### src/rtl/alu_mp_pkg.sv
// Shared types for the word-serial multi-precision add/subtract engine.
package alu_mp_pkg;

  typedef enum logic [1:0] {
    ADD = 2'b00,
    SUB = 2'b01,
    ADC = 2'b10,
    SBC = 2'b11
  } alu_op_t;

  typedef enum logic [1:0] {
    IDLE = 2'd0,
    RUN  = 2'd1,
    DONE = 2'd2
  } alu_state_t;

  function automatic logic is_sub(alu_op_t op);
    return (op == SUB) || (op == SBC);
  endfunction

  // Subtract runs as A + ~B + c, so a borrow-in of 1 seeds a carry of 0.
  function automatic logic seed_carry(alu_op_t op, logic c_in);
    logic c0;
    unique case (op)
      ADD:     c0 = 1'b0;
      SUB:     c0 = 1'b1;
      ADC:     c0 = c_in;
      SBC:     c0 = ~c_in;
      default: c0 = 1'b0;
    endcase
    return c0;
  endfunction

endpackage

### src/rtl/alu_mp_seq_if.sv
// Request/result bundle of the multi-precision add/subtract engine.
interface alu_mp_seq_if #(
  parameter int unsigned WIDTH = 16,
  parameter int unsigned WORDS = 4
);
  localparam int unsigned TW = WIDTH * WORDS;

  logic          alu_start_in;
  logic [1:0]    alu_op_in;
  logic          alu_C_in;
  logic [TW-1:0] alu_A_in;
  logic [TW-1:0] alu_B_in;
  logic          alu_busy_out;
  logic          alu_done_out;
  logic [TW-1:0] alu_out;
  logic          alu_Z_out;
  logic          alu_N_out;
  logic          alu_C_out;
  logic          alu_V_out;

  modport master (
    output alu_start_in, alu_op_in, alu_C_in, alu_A_in, alu_B_in,
    input  alu_busy_out, alu_done_out, alu_out, alu_Z_out, alu_N_out, alu_C_out, alu_V_out
  );

  modport slave (
    input  alu_start_in, alu_op_in, alu_C_in, alu_A_in, alu_B_in,
    output alu_busy_out, alu_done_out, alu_out, alu_Z_out, alu_N_out, alu_C_out, alu_V_out
  );

endinterface

### src/rtl/alu_slice.sv
// One WIDTH-bit slice adder with optional B inversion for subtract.
module alu_slice #(
  parameter int unsigned WIDTH = 16
) (
  input  logic [WIDTH-1:0] i_a,
  input  logic [WIDTH-1:0] i_b,
  input  logic             i_c,
  input  logic             i_inv_b,
  output logic [WIDTH-1:0] o_sum,
  output logic [WIDTH-1:0] o_b_eff,
  output logic             o_c
);

  assign o_b_eff      = i_inv_b ? ~i_b : i_b;
  assign {o_c, o_sum} = {1'b0, i_a} + {1'b0, o_b_eff} + {{WIDTH{1'b0}}, i_c};

endmodule

### src/rtl/alu_mp_seq.sv
// Word-serial multi-precision add/subtract: one slice per clock, LSW first,
// with results and flags updated only on the last-slice edge.
module alu_mp_seq
  import alu_mp_pkg::*;
#(
  parameter int unsigned WIDTH = 16,
  parameter int unsigned WORDS = 4
) (
  input logic         clk,
  input logic         reset,
  alu_mp_seq_if.slave bus
);

  localparam int unsigned TW = WIDTH * WORDS;
  localparam int unsigned IW = (WORDS > 1) ? $clog2(WORDS) : 1;

  alu_state_t      r_state, w_state_next;
  logic [IW-1:0]   r_idx;
  logic [TW-1:0]   r_a, r_b, r_acc, r_out;
  logic            r_sub, r_c;
  logic            r_z, r_n, r_cf, r_v;

  alu_op_t         w_op;
  logic            w_accept, w_last;
  logic [WIDTH-1:0] w_a_sl, w_b_sl, w_sum, w_b_eff;
  logic            w_cout;
  logic [TW-1:0]   w_res;

  assign w_op     = alu_op_t'(bus.alu_op_in);
  assign w_accept = ((r_state == IDLE) || (r_state == DONE)) && bus.alu_start_in;
  assign w_last   = (r_idx == IW'(WORDS - 1));
  assign w_a_sl   = r_a[r_idx * WIDTH +: WIDTH];
  assign w_b_sl   = r_b[r_idx * WIDTH +: WIDTH];

  alu_slice #(
    .WIDTH (WIDTH)
  ) u_slice (
    .i_a     (w_a_sl),
    .i_b     (w_b_sl),
    .i_c     (r_c),
    .i_inv_b (r_sub),
    .o_sum   (w_sum),
    .o_b_eff (w_b_eff),
    .o_c     (w_cout)
  );

  // Accumulator with the in-flight slice merged, used on the last edge.
  always_comb begin
    w_res = r_acc;
    w_res[r_idx * WIDTH +: WIDTH] = w_sum;
  end

  always_ff @(posedge clk or posedge reset) begin
    if (reset) begin
      r_state <= IDLE;
    end else begin
      r_state <= w_state_next;
    end
  end

  always_comb begin
    w_state_next = r_state;
    unique case (r_state)
      IDLE:    if (bus.alu_start_in) w_state_next = RUN;
      RUN:     if (w_last) w_state_next = DONE;
      DONE:    w_state_next = bus.alu_start_in ? RUN : IDLE;
      default: w_state_next = IDLE;
    endcase
  end

  always_ff @(posedge clk or posedge reset) begin
    if (reset) begin
      r_idx <= '0;
      r_a   <= '0;
      r_b   <= '0;
      r_acc <= '0;
      r_out <= '0;
      r_sub <= 1'b0;
      r_c   <= 1'b0;
      r_z   <= 1'b0;
      r_n   <= 1'b0;
      r_cf  <= 1'b0;
      r_v   <= 1'b0;
    end else if (w_accept) begin
      r_a   <= bus.alu_A_in;
      r_b   <= bus.alu_B_in;
      r_sub <= is_sub(w_op);
      r_c   <= seed_carry(w_op, bus.alu_C_in);
      r_idx <= '0;
    end else if (r_state == RUN) begin
      r_acc[r_idx * WIDTH +: WIDTH] <= w_sum;
      r_c                           <= w_cout;
      if (w_last) begin
        r_idx <= '0;
        r_out <= w_res;
        r_z   <= (w_res == '0);
        r_n   <= w_sum[WIDTH-1];
        // Borrow is the inverted carry when subtracting.
        r_cf  <= r_sub ^ w_cout;
        r_v   <= (w_a_sl[WIDTH-1] == w_b_eff[WIDTH-1]) &&
                 (w_sum[WIDTH-1] != w_a_sl[WIDTH-1]);
      end else begin
        r_idx <= r_idx + IW'(1);
      end
    end
  end

  assign bus.alu_busy_out = (r_state == RUN);
  assign bus.alu_done_out = (r_state == DONE);
  assign bus.alu_out      = r_out;
  assign bus.alu_Z_out    = r_z;
  assign bus.alu_N_out    = r_n;
  assign bus.alu_C_out    = r_cf;
  assign bus.alu_V_out    = r_v;

endmodule

### src/flat_wrapper.sv
// flat-port wrapper written by rule: the top's interface ports become plain ports
module alu_mp_seq_flat import alu_mp_pkg::*;
#(
  parameter int unsigned WIDTH = 16,
  parameter int unsigned WORDS = 4
)
  (clk, reset, bus_alu_start_in, bus_alu_op_in, bus_alu_C_in, bus_alu_A_in, bus_alu_B_in, bus_alu_busy_out, bus_alu_done_out, bus_alu_out, bus_alu_Z_out, bus_alu_N_out, bus_alu_C_out, bus_alu_V_out);
  alu_mp_seq_if #(.WIDTH(WIDTH), .WORDS(WORDS)) bus_i ();
  input logic clk;
  input logic reset;
  input wire logic [$bits(bus_i.alu_start_in)-1:0] bus_alu_start_in;
  input wire logic [$bits(bus_i.alu_op_in)-1:0] bus_alu_op_in;
  input wire logic [$bits(bus_i.alu_C_in)-1:0] bus_alu_C_in;
  input wire logic [$bits(bus_i.alu_A_in)-1:0] bus_alu_A_in;
  input wire logic [$bits(bus_i.alu_B_in)-1:0] bus_alu_B_in;
  output wire logic [$bits(bus_i.alu_busy_out)-1:0] bus_alu_busy_out;
  output wire logic [$bits(bus_i.alu_done_out)-1:0] bus_alu_done_out;
  output wire logic [$bits(bus_i.alu_out)-1:0] bus_alu_out;
  output wire logic [$bits(bus_i.alu_Z_out)-1:0] bus_alu_Z_out;
  output wire logic [$bits(bus_i.alu_N_out)-1:0] bus_alu_N_out;
  output wire logic [$bits(bus_i.alu_C_out)-1:0] bus_alu_C_out;
  output wire logic [$bits(bus_i.alu_V_out)-1:0] bus_alu_V_out;
  assign bus_i.alu_start_in = bus_alu_start_in;
  assign bus_i.alu_op_in = bus_alu_op_in;
  assign bus_i.alu_C_in = bus_alu_C_in;
  assign bus_i.alu_A_in = bus_alu_A_in;
  assign bus_i.alu_B_in = bus_alu_B_in;
  assign bus_alu_busy_out = bus_i.alu_busy_out;
  assign bus_alu_done_out = bus_i.alu_done_out;
  assign bus_alu_out = bus_i.alu_out;
  assign bus_alu_Z_out = bus_i.alu_Z_out;
  assign bus_alu_N_out = bus_i.alu_N_out;
  assign bus_alu_C_out = bus_i.alu_C_out;
  assign bus_alu_V_out = bus_i.alu_V_out;
  alu_mp_seq #(.WIDTH(WIDTH), .WORDS(WORDS)) u_core (.clk(clk), .reset(reset), .bus(bus_i));
endmodule
### config.mk
export PLATFORM = sky130hd
export DESIGN_NAME = alu_mp_seq_flat
export DESIGN_NICKNAME = d
export VERILOG_FILES = /design/src/rtl/alu_mp_pkg.sv /design/src/rtl/alu_mp_seq_if.sv /design/src/rtl/alu_slice.sv /design/src/rtl/alu_mp_seq.sv /design/src/flat_wrapper.sv
export SDC_FILE = /design/constraint.sdc
export NUM_CORES = 1
export LEC_CHECK = 0
export CORE_AREA = 5 5 150 152
export CTS_CLUSTER_DIAMETER = 30
export DETAILED_ROUTE_END_ITERATION = 8
export DIE_AREA = 0 0 155 157
export DONT_BUFFER_PORTS = 1
export GPL_TIMING_DRIVEN = 0
export HOLD_SLACK_MARGIN = 0.02
export MAX_ROUTING_LAYER = met4
export PLACE_DENSITY = 0.8
export SLEW_MARGIN = 20
export SYNTH_ARGS = -nofsm -noshare
export SYNTH_HDL_FRONTEND = slang
export SYNTH_SLANG_ARGS = --single-unit
### constraint.sdc
create_clock -name clk -period 11.55 [get_ports clk]
set_clock_uncertainty 0.1 [all_clocks]
set_input_delay 1.7325 -clock clk [delete_from_list [all_inputs] [get_ports clk]]
set_output_delay 1.7325 -clock clk [all_outputs]
set_load 0.02 [all_outputs]
# [After elaboration in Yosys (flattened, before gate mapping)]
# Cells that the tools add are included.
[op_classes] muxes=12 shift=4 n_eq_ne=10 n_addsub=4 bitwise_logic=4 reduce_logical=11
[ops] op="$shiftx A64 B7 Y16" n=2
[ops] op="$bwmux W64" n=1
[ops] op="$logic_not A64 Y1" n=1
[ops] op="$shift A16 B34 Y64 const A" n=1
[ops] op="$shiftx A16 B34 Y64" n=1
[ops] op="$neg A6 Y34" n=1
[ops] op="$add A16 B16 Y17" n=1
[ops] op="$add A17 B1 Y17" n=1
[ops] op="$mux W16" n=1
[ops] op="$not A16 Y16" n=1
[ops] op="$mux W2" n=5
[ops] op="$eq A2 B2 Y1 const B" n=4
[ops] op="$pmux W2 S3" n=1
[ops] op="$eq A2 B1 Y1 const B" n=2
[ops] op="$logic_not A2 Y1" n=2
[ops] op="$pmux W1 S4" n=1
[ops] op="$reduce_and A2 Y1" n=2
[ops] op="$mux W1" n=3
[ops] op="$reduce_and A3 Y1" n=1
[ops] op="$add A2 B1 Y2 const B" n=1
[ops] op="$logic_and A1 B1 Y1" n=2
[ops] op="$logic_or A1 B1 Y1" n=2
[ops] op="$ne A2 B1 Y1 const B" n=1
[ops] op="$ne A2 B2 Y1 const B" n=1
[ops] op="other kinds (5)" n=6
[totals] out_inout_bits=70 reg_bits=266 in_bits=134 elab_cells=57

# [Logic depth before layout (Yosys ltp)]
[depth] ltp_word=8 ltp_mapped=15 mapped_depth_nobuf=12

# [Cells and area by module]
# From an unflattened synthesis, not the netlist that was laid out.
[unflattened] hier_cells=1305 area_unflattened_um2=12610.8
[modules_own_cells] module="alu_mp_seq" cells_each=1182 n_inst=1 area_each_um2=11673.7 seq_area_each_um2=6656.4
[modules_own_cells] module="alu_slice" cells_each=123 n_inst=1 area_each_um2=937.1 seq_area_each_um2=0.0

# [Worst setup path after synthesis]
# No wires, ideal clock.
[synth_timing] path_type="register -> register" startpoint="register u_core.r_idx[0]" endpoint="register u_core.r_z, in the netlist u_core.bus.alu_Z_out" path_slack_ps=6874 n_path_buf=3 path_stages_with_launch=16 arrival_ps=4484 setup_ps=92 required_time_ps=11358 period_less_slack_ps=4676 path_cell_list="dfrtp_1 > buf_2 > buf_1 > mux4_2 > xnor2_1 > fa_1 > fa_1 > clkbuf_1 > nand2_1 > o32a_1 > a221o_1 > nor4_1 > nand4_1 > a2111oi_2 > nand4_1 > o31ai_2"
[synth_between] elab_chain_len=8 elab_cells_between_ends=13 cone_classes="3 x add/sub; 1 x eq/ne; 4 x shift; 2 x mux; 1 x bitwise; 2 x reduce/logical"
[synth_lines] item="start, declared" line="alu_mp_seq.sv:18" text="logic [IW-1:0] r_idx;"
[synth_lines] item="start signal, assigned" line="alu_mp_seq.sv:103" text="r_idx <= r_idx + IW'(1);"
[synth_lines] item="$shiftx A64 B7 Y16" line="alu_mp_seq.sv:33" text="assign w_b_sl = r_b[r_idx * WIDTH +: WIDTH];"
[synth_lines] item="$not A16 Y16" line="alu_slice.sv:14" text="assign o_b_eff = i_inv_b ? ~i_b : i_b;"
[synth_lines] item="$mux W16" line="alu_slice.sv:14"
[synth_lines] item="$add A16 B16 Y17" line="alu_slice.sv:15" text="assign {o_c, o_sum} = {1'b0, i_a} + {1'b0, o_b_eff} + {{WIDTH{1'b0}}, i_c};"
[synth_lines] item="$add A17 B1 Y17" line="alu_slice.sv:15"
[synth_lines] item="$shiftx A16 B34 Y64" line="alu_mp_seq.sv:50" text="w_res[r_idx * WIDTH +: WIDTH] = w_sum;"
[synth_lines] item="$bwmux W64" line="alu_mp_seq.sv:50"
[synth_lines] item="$logic_not A64 Y1" line="alu_mp_seq.sv:96" text="r_z <= (w_res == '0);"
[synth_lines] item="end signal, assigned" line="alu_mp_seq.sv:96"
[synth_lines] item="end, declared" line="alu_mp_seq.sv:21" text="logic r_z, r_n, r_cf, r_v;"
# Several ways; a longest one is shown, not always the timed one.
# A chain may end at the register's enable or synchronous reset.

# [Worst setup path in the final report]
# Same ends and word-level chain as after synthesis.

==> results.md <==
* Slowest CP cell: a311oi_1
* Placed Cells at ~1400
* Wire length per cell at between 20 and 30 µm
* Root Driver: clkbuf_16
* Cell Area, Synth at approximately 13000 µm²
* DRC at 0
* Post-CTS Resized at 0
* EDFF count, synth at 0
* Routed vias at 9500
* Hold path depth at 2
* GRT Util Overall at 0.318
* Fraction of registers with async set/reset at 1.00
* Synthesis Warnings at 0
* Most used cell, CP: fa_1
* Flops & latches, synth at 266
* Area of the multi-input gates at about 5600 µm²
* Fill cell count at roughly 1400
* CP required at 11.88 ns
* Rel. slew slack at 0.147
* Die X-Extent at approximately 160 µm
* TritonCTS clock tree: built
* Final nets at 1292
* Final HPWL from detailed placement at 25800 µm
* Post-route clock period utilization at 0.528
* Die area at about 24000 µm²
* Distinct cells, synth at 65
* Sequential fraction of the synthesis area at 0.528
* Setup bufs post-CTS at 0
* Detailed Routing Iterations Pass 1 at 7
* Initial antenna violation count at 6
* Iter 0 DRT Violations at 922
* Final Hold Slack at 0.376 ns
* Critical Path Max Stage Delay at 1.05 ns
* Mean number of vias per cell at roughly 6.5
* Final cell count without fillers at ~1500
* CP delay by family, top: compound AO/OA/AOI/OAI gates
* Max-Cap Viols at 0
* Internal reg-to-reg setup slack at 5.45 ns
* Kind of critical path: register to register
* Measured slew at the worst slew-check pin at between 1 and 1.5 ns
* CP cell instances: buf_2 -> buf_1 -> mux4_2 -> xnor2_1 -> fa_1 -> fa_1 -> nor2b_1 -> o2111a_1 -> nor2_1 -> a311oi_1 -> o21ai_0 -> a2111oi_2 -> nand4_1 -> o31ai_2
* DRT Wirelength at roughly 37000 µm
* # hold bufs at CTS at 0
* Core ar. at around 21000 µm²
* Fraction of layout cells with a size suffix above 1 at 0.225
* Post-DRT Antenna Nets at 0
* RR Startpoint: u_core.r_idx[0]$_DFFE_PP0P_
* # port buffers at 0
* Starting Density at 0.604
* Endpoints failing setup at 0
* Vias in the first global route at around 10000
* Register area at between 6000 and 7000 µm²
* Critical path endpoint: u_core.bus.alu_Z_out$_DFFE_PP0P_
* Clock buffer depth at 3
* Area delta synth->final at 17.1%
* CP bufs+invs at 2
* Period minus WS final at roughly 6.1 ns
* Clock Sinks at about 270
* Final global-route overflow total at 0
* RSZ-0062 raised after global routing: no
* Path length in cells of the critical path at 14
* I/O pin count at 204
* Most frequent cells in the layout: dfrtp_1 (266), mux2_2 (129), nand2_1 (112)
* Final Hold Vio Count at 0
* Register clock-pin slew on the reported worst setup and hold paths at around 0.05 ns
* Floorplan row count at between 50 and 60
* Crit path max fanout at 10
* Commonest non-fill, non-tap cell in the layout: dfrtp_1
* Startpoint Class: register
* R2R depth at 14
* First-pass GRT wire length at about 58000 µm
* Worst-Skew Late Latency at 0.55 ns
* Worst Setup End Kind: register
* Max Clk Rate at 164 MHz
* Data arrival time of the worst path at ~6.4 ns
* Mapped Avg Cell Area at roughly 12 µm²
* Hold crit path type: register to register
* Die Span Y at roughly 160 µm
* Routability cong. at roughly 0.97
* Crit path launch: u_core.r_idx[0]$_DFFE_PP0P_
* H-tree levels at 2
* CTS Buf Count at roughly 50
* Reg-to-Reg End: u_core.bus.alu_Z_out$_DFFE_PP0P_
* Slew Limit Fails at 0
* Ys flop type: dfrtp_1
* Final core utilization at 0.707
* Run status: finished, final reports clean
* Largest net degree at the start of global routing at 110
* Mapped Cells at between 1000 and 1500
* Syn Nets at 1239
routing by layer:
metal | up-vias | global-route usage | part of all wire
met3 | 107 | 0.0927 | 0.10
met2 | 569 | 0.504 | 0.49
met4 | 0 | 0.111 | 0.034
li1 | 4098 | - | -
met5 | - | - | 0
met1 | 4726 | 0.394 | 0.38
synth_stat cells (3+ instances only):
library cell / number / share of area
a21o_1: 6 / 0.0036
a21oi_1: 32 / 0.013
a221oi_1: 28 / 0.019
a22o_1: 33 / 0.023
a22oi_1: 14 / 0.0083
a31oi_1: 3 / 0.0015
a32oi_1: 4 / 0.0028
and2_1: 3 / 0.0015
and3_1: 5 / 0.0025
buf_1: 11 / 0.0033
buf_2: 3 / 0.0012
clkbuf_1: 58 / 0.017
dfrtp_1: 266 / 0.53
ha_1: 21 / 0.021
inv_1: 15 / 0.0045
mux2_2: 129 / 0.12
mux4_2: 32 / 0.057
nand2_1: 112 / 0.033
nand2b_1: 4 / 0.0020
nand3_1: 10 / 0.0040
nand4_1: 8 / 0.0040
nor2_1: 84 / 0.025
nor2b_1: 10 / 0.0050
nor3_1: 7 / 0.0028
nor4_1: 12 / 0.0059
o2111ai_1: 3 / 0.0021
o21ai_0: 83 / 0.033
o221ai_1: 3 / 0.0021
o31ai_1: 4 / 0.0024
or4_1: 6 / 0.0036
xnor2_1: 7 / 0.0049
xor2_1: 20 / 0.014
registers in the layout, indices dropped and copies added (netlist names):
register / count
u_core.r_b: 64
u_core.bus.alu_N_out: 1
u_core.bus.alu_Z_out: 1
u_core.bus.alu_C_out: 1
u_core.bus.alu_out: 64
u_core.bus.alu_V_out: 1
u_core.r_state: 2
u_core.r_a: 64
u_core.r_acc: 64
u_core.r_sub: 1
u_core.r_idx: 2
u_core.r_c: 1
worst min-delay path, stage by stage, from the launching register on:
cell and delay, ns:
dfrtp_1 0.33, nand2_1 0.04, o21ai_0 0.06
final cells by class:
| class | instances | share of cell area |
|---|---|---|
| diodes | 6 | 0.00102 |
| clock buffers | 62 | 0.0910 |
| plain buffers | 75 | 0.0204 |
| inverters | 17 | 0.00483 |
| flip-flops and latches | 266 | 0.450 |
| clock inverters | 28 | 0.0260 |
| well taps | 275 | 0.0233 |
| multi-input cells | 724 | 0.379 |
| repair buffers | 2 | 0.00373 |
through the flow:
step / area [µm²] / TNS (ns) / setup WS, ns
floorplan: 12600 / 0 / 2.39
global placement: 13000 / -57.59 / -0.230
detailed placement: 13000 / 0 / 5.68
CTS: 14800 / 0 / 5.55
global route: 14800 / 0 / 5.21
finish: 14800 / 0 / 5.45
worst min path at each step:
stage / start / slack (ns) / endpoint
floorplan: u_core.r_acc[23]$_DFFE_PP0P_ / 0.34 / u_core.r_acc[23]$_DFFE_PP0P_
global placement: u_core.r_acc[40]$_DFFE_PP0P_ / 0.36 / u_core.r_acc[40]$_DFFE_PP0P_
detailed placement: u_core.r_acc[23]$_DFFE_PP0P_ / 0.36 / u_core.r_acc[23]$_DFFE_PP0P_
CTS: u_core.r_acc[23]$_DFFE_PP0P_ / 0.37 / u_core.r_acc[23]$_DFFE_PP0P_
global route: u_core.r_acc[21]$_DFFE_PP0P_ / 0.40 / u_core.r_acc[21]$_DFFE_PP0P_
finish: u_core.r_acc[23]$_DFFE_PP0P_ / 0.38 / u_core.r_acc[23]$_DFFE_PP0P_
cells by family after synthesis:
kind of cell / after synthesis / share of synthesized area
AND/OR/NAND/NOR: 272 / 0.0974
flip-flops: 266 / 0.528
AO/OA/AOI/OAI: 240 / 0.130
multiplexers: 162 / 0.173
buffers and inverters: 92 / 0.0290
XOR/XNOR: 27 / 0.0187
adder cells (fa/ha/maj): 23 / 0.0240
Power is left out: the tool's default activity adds up to more than one toggle a clock period on the data nets, which glitch-free logic cannot reach.
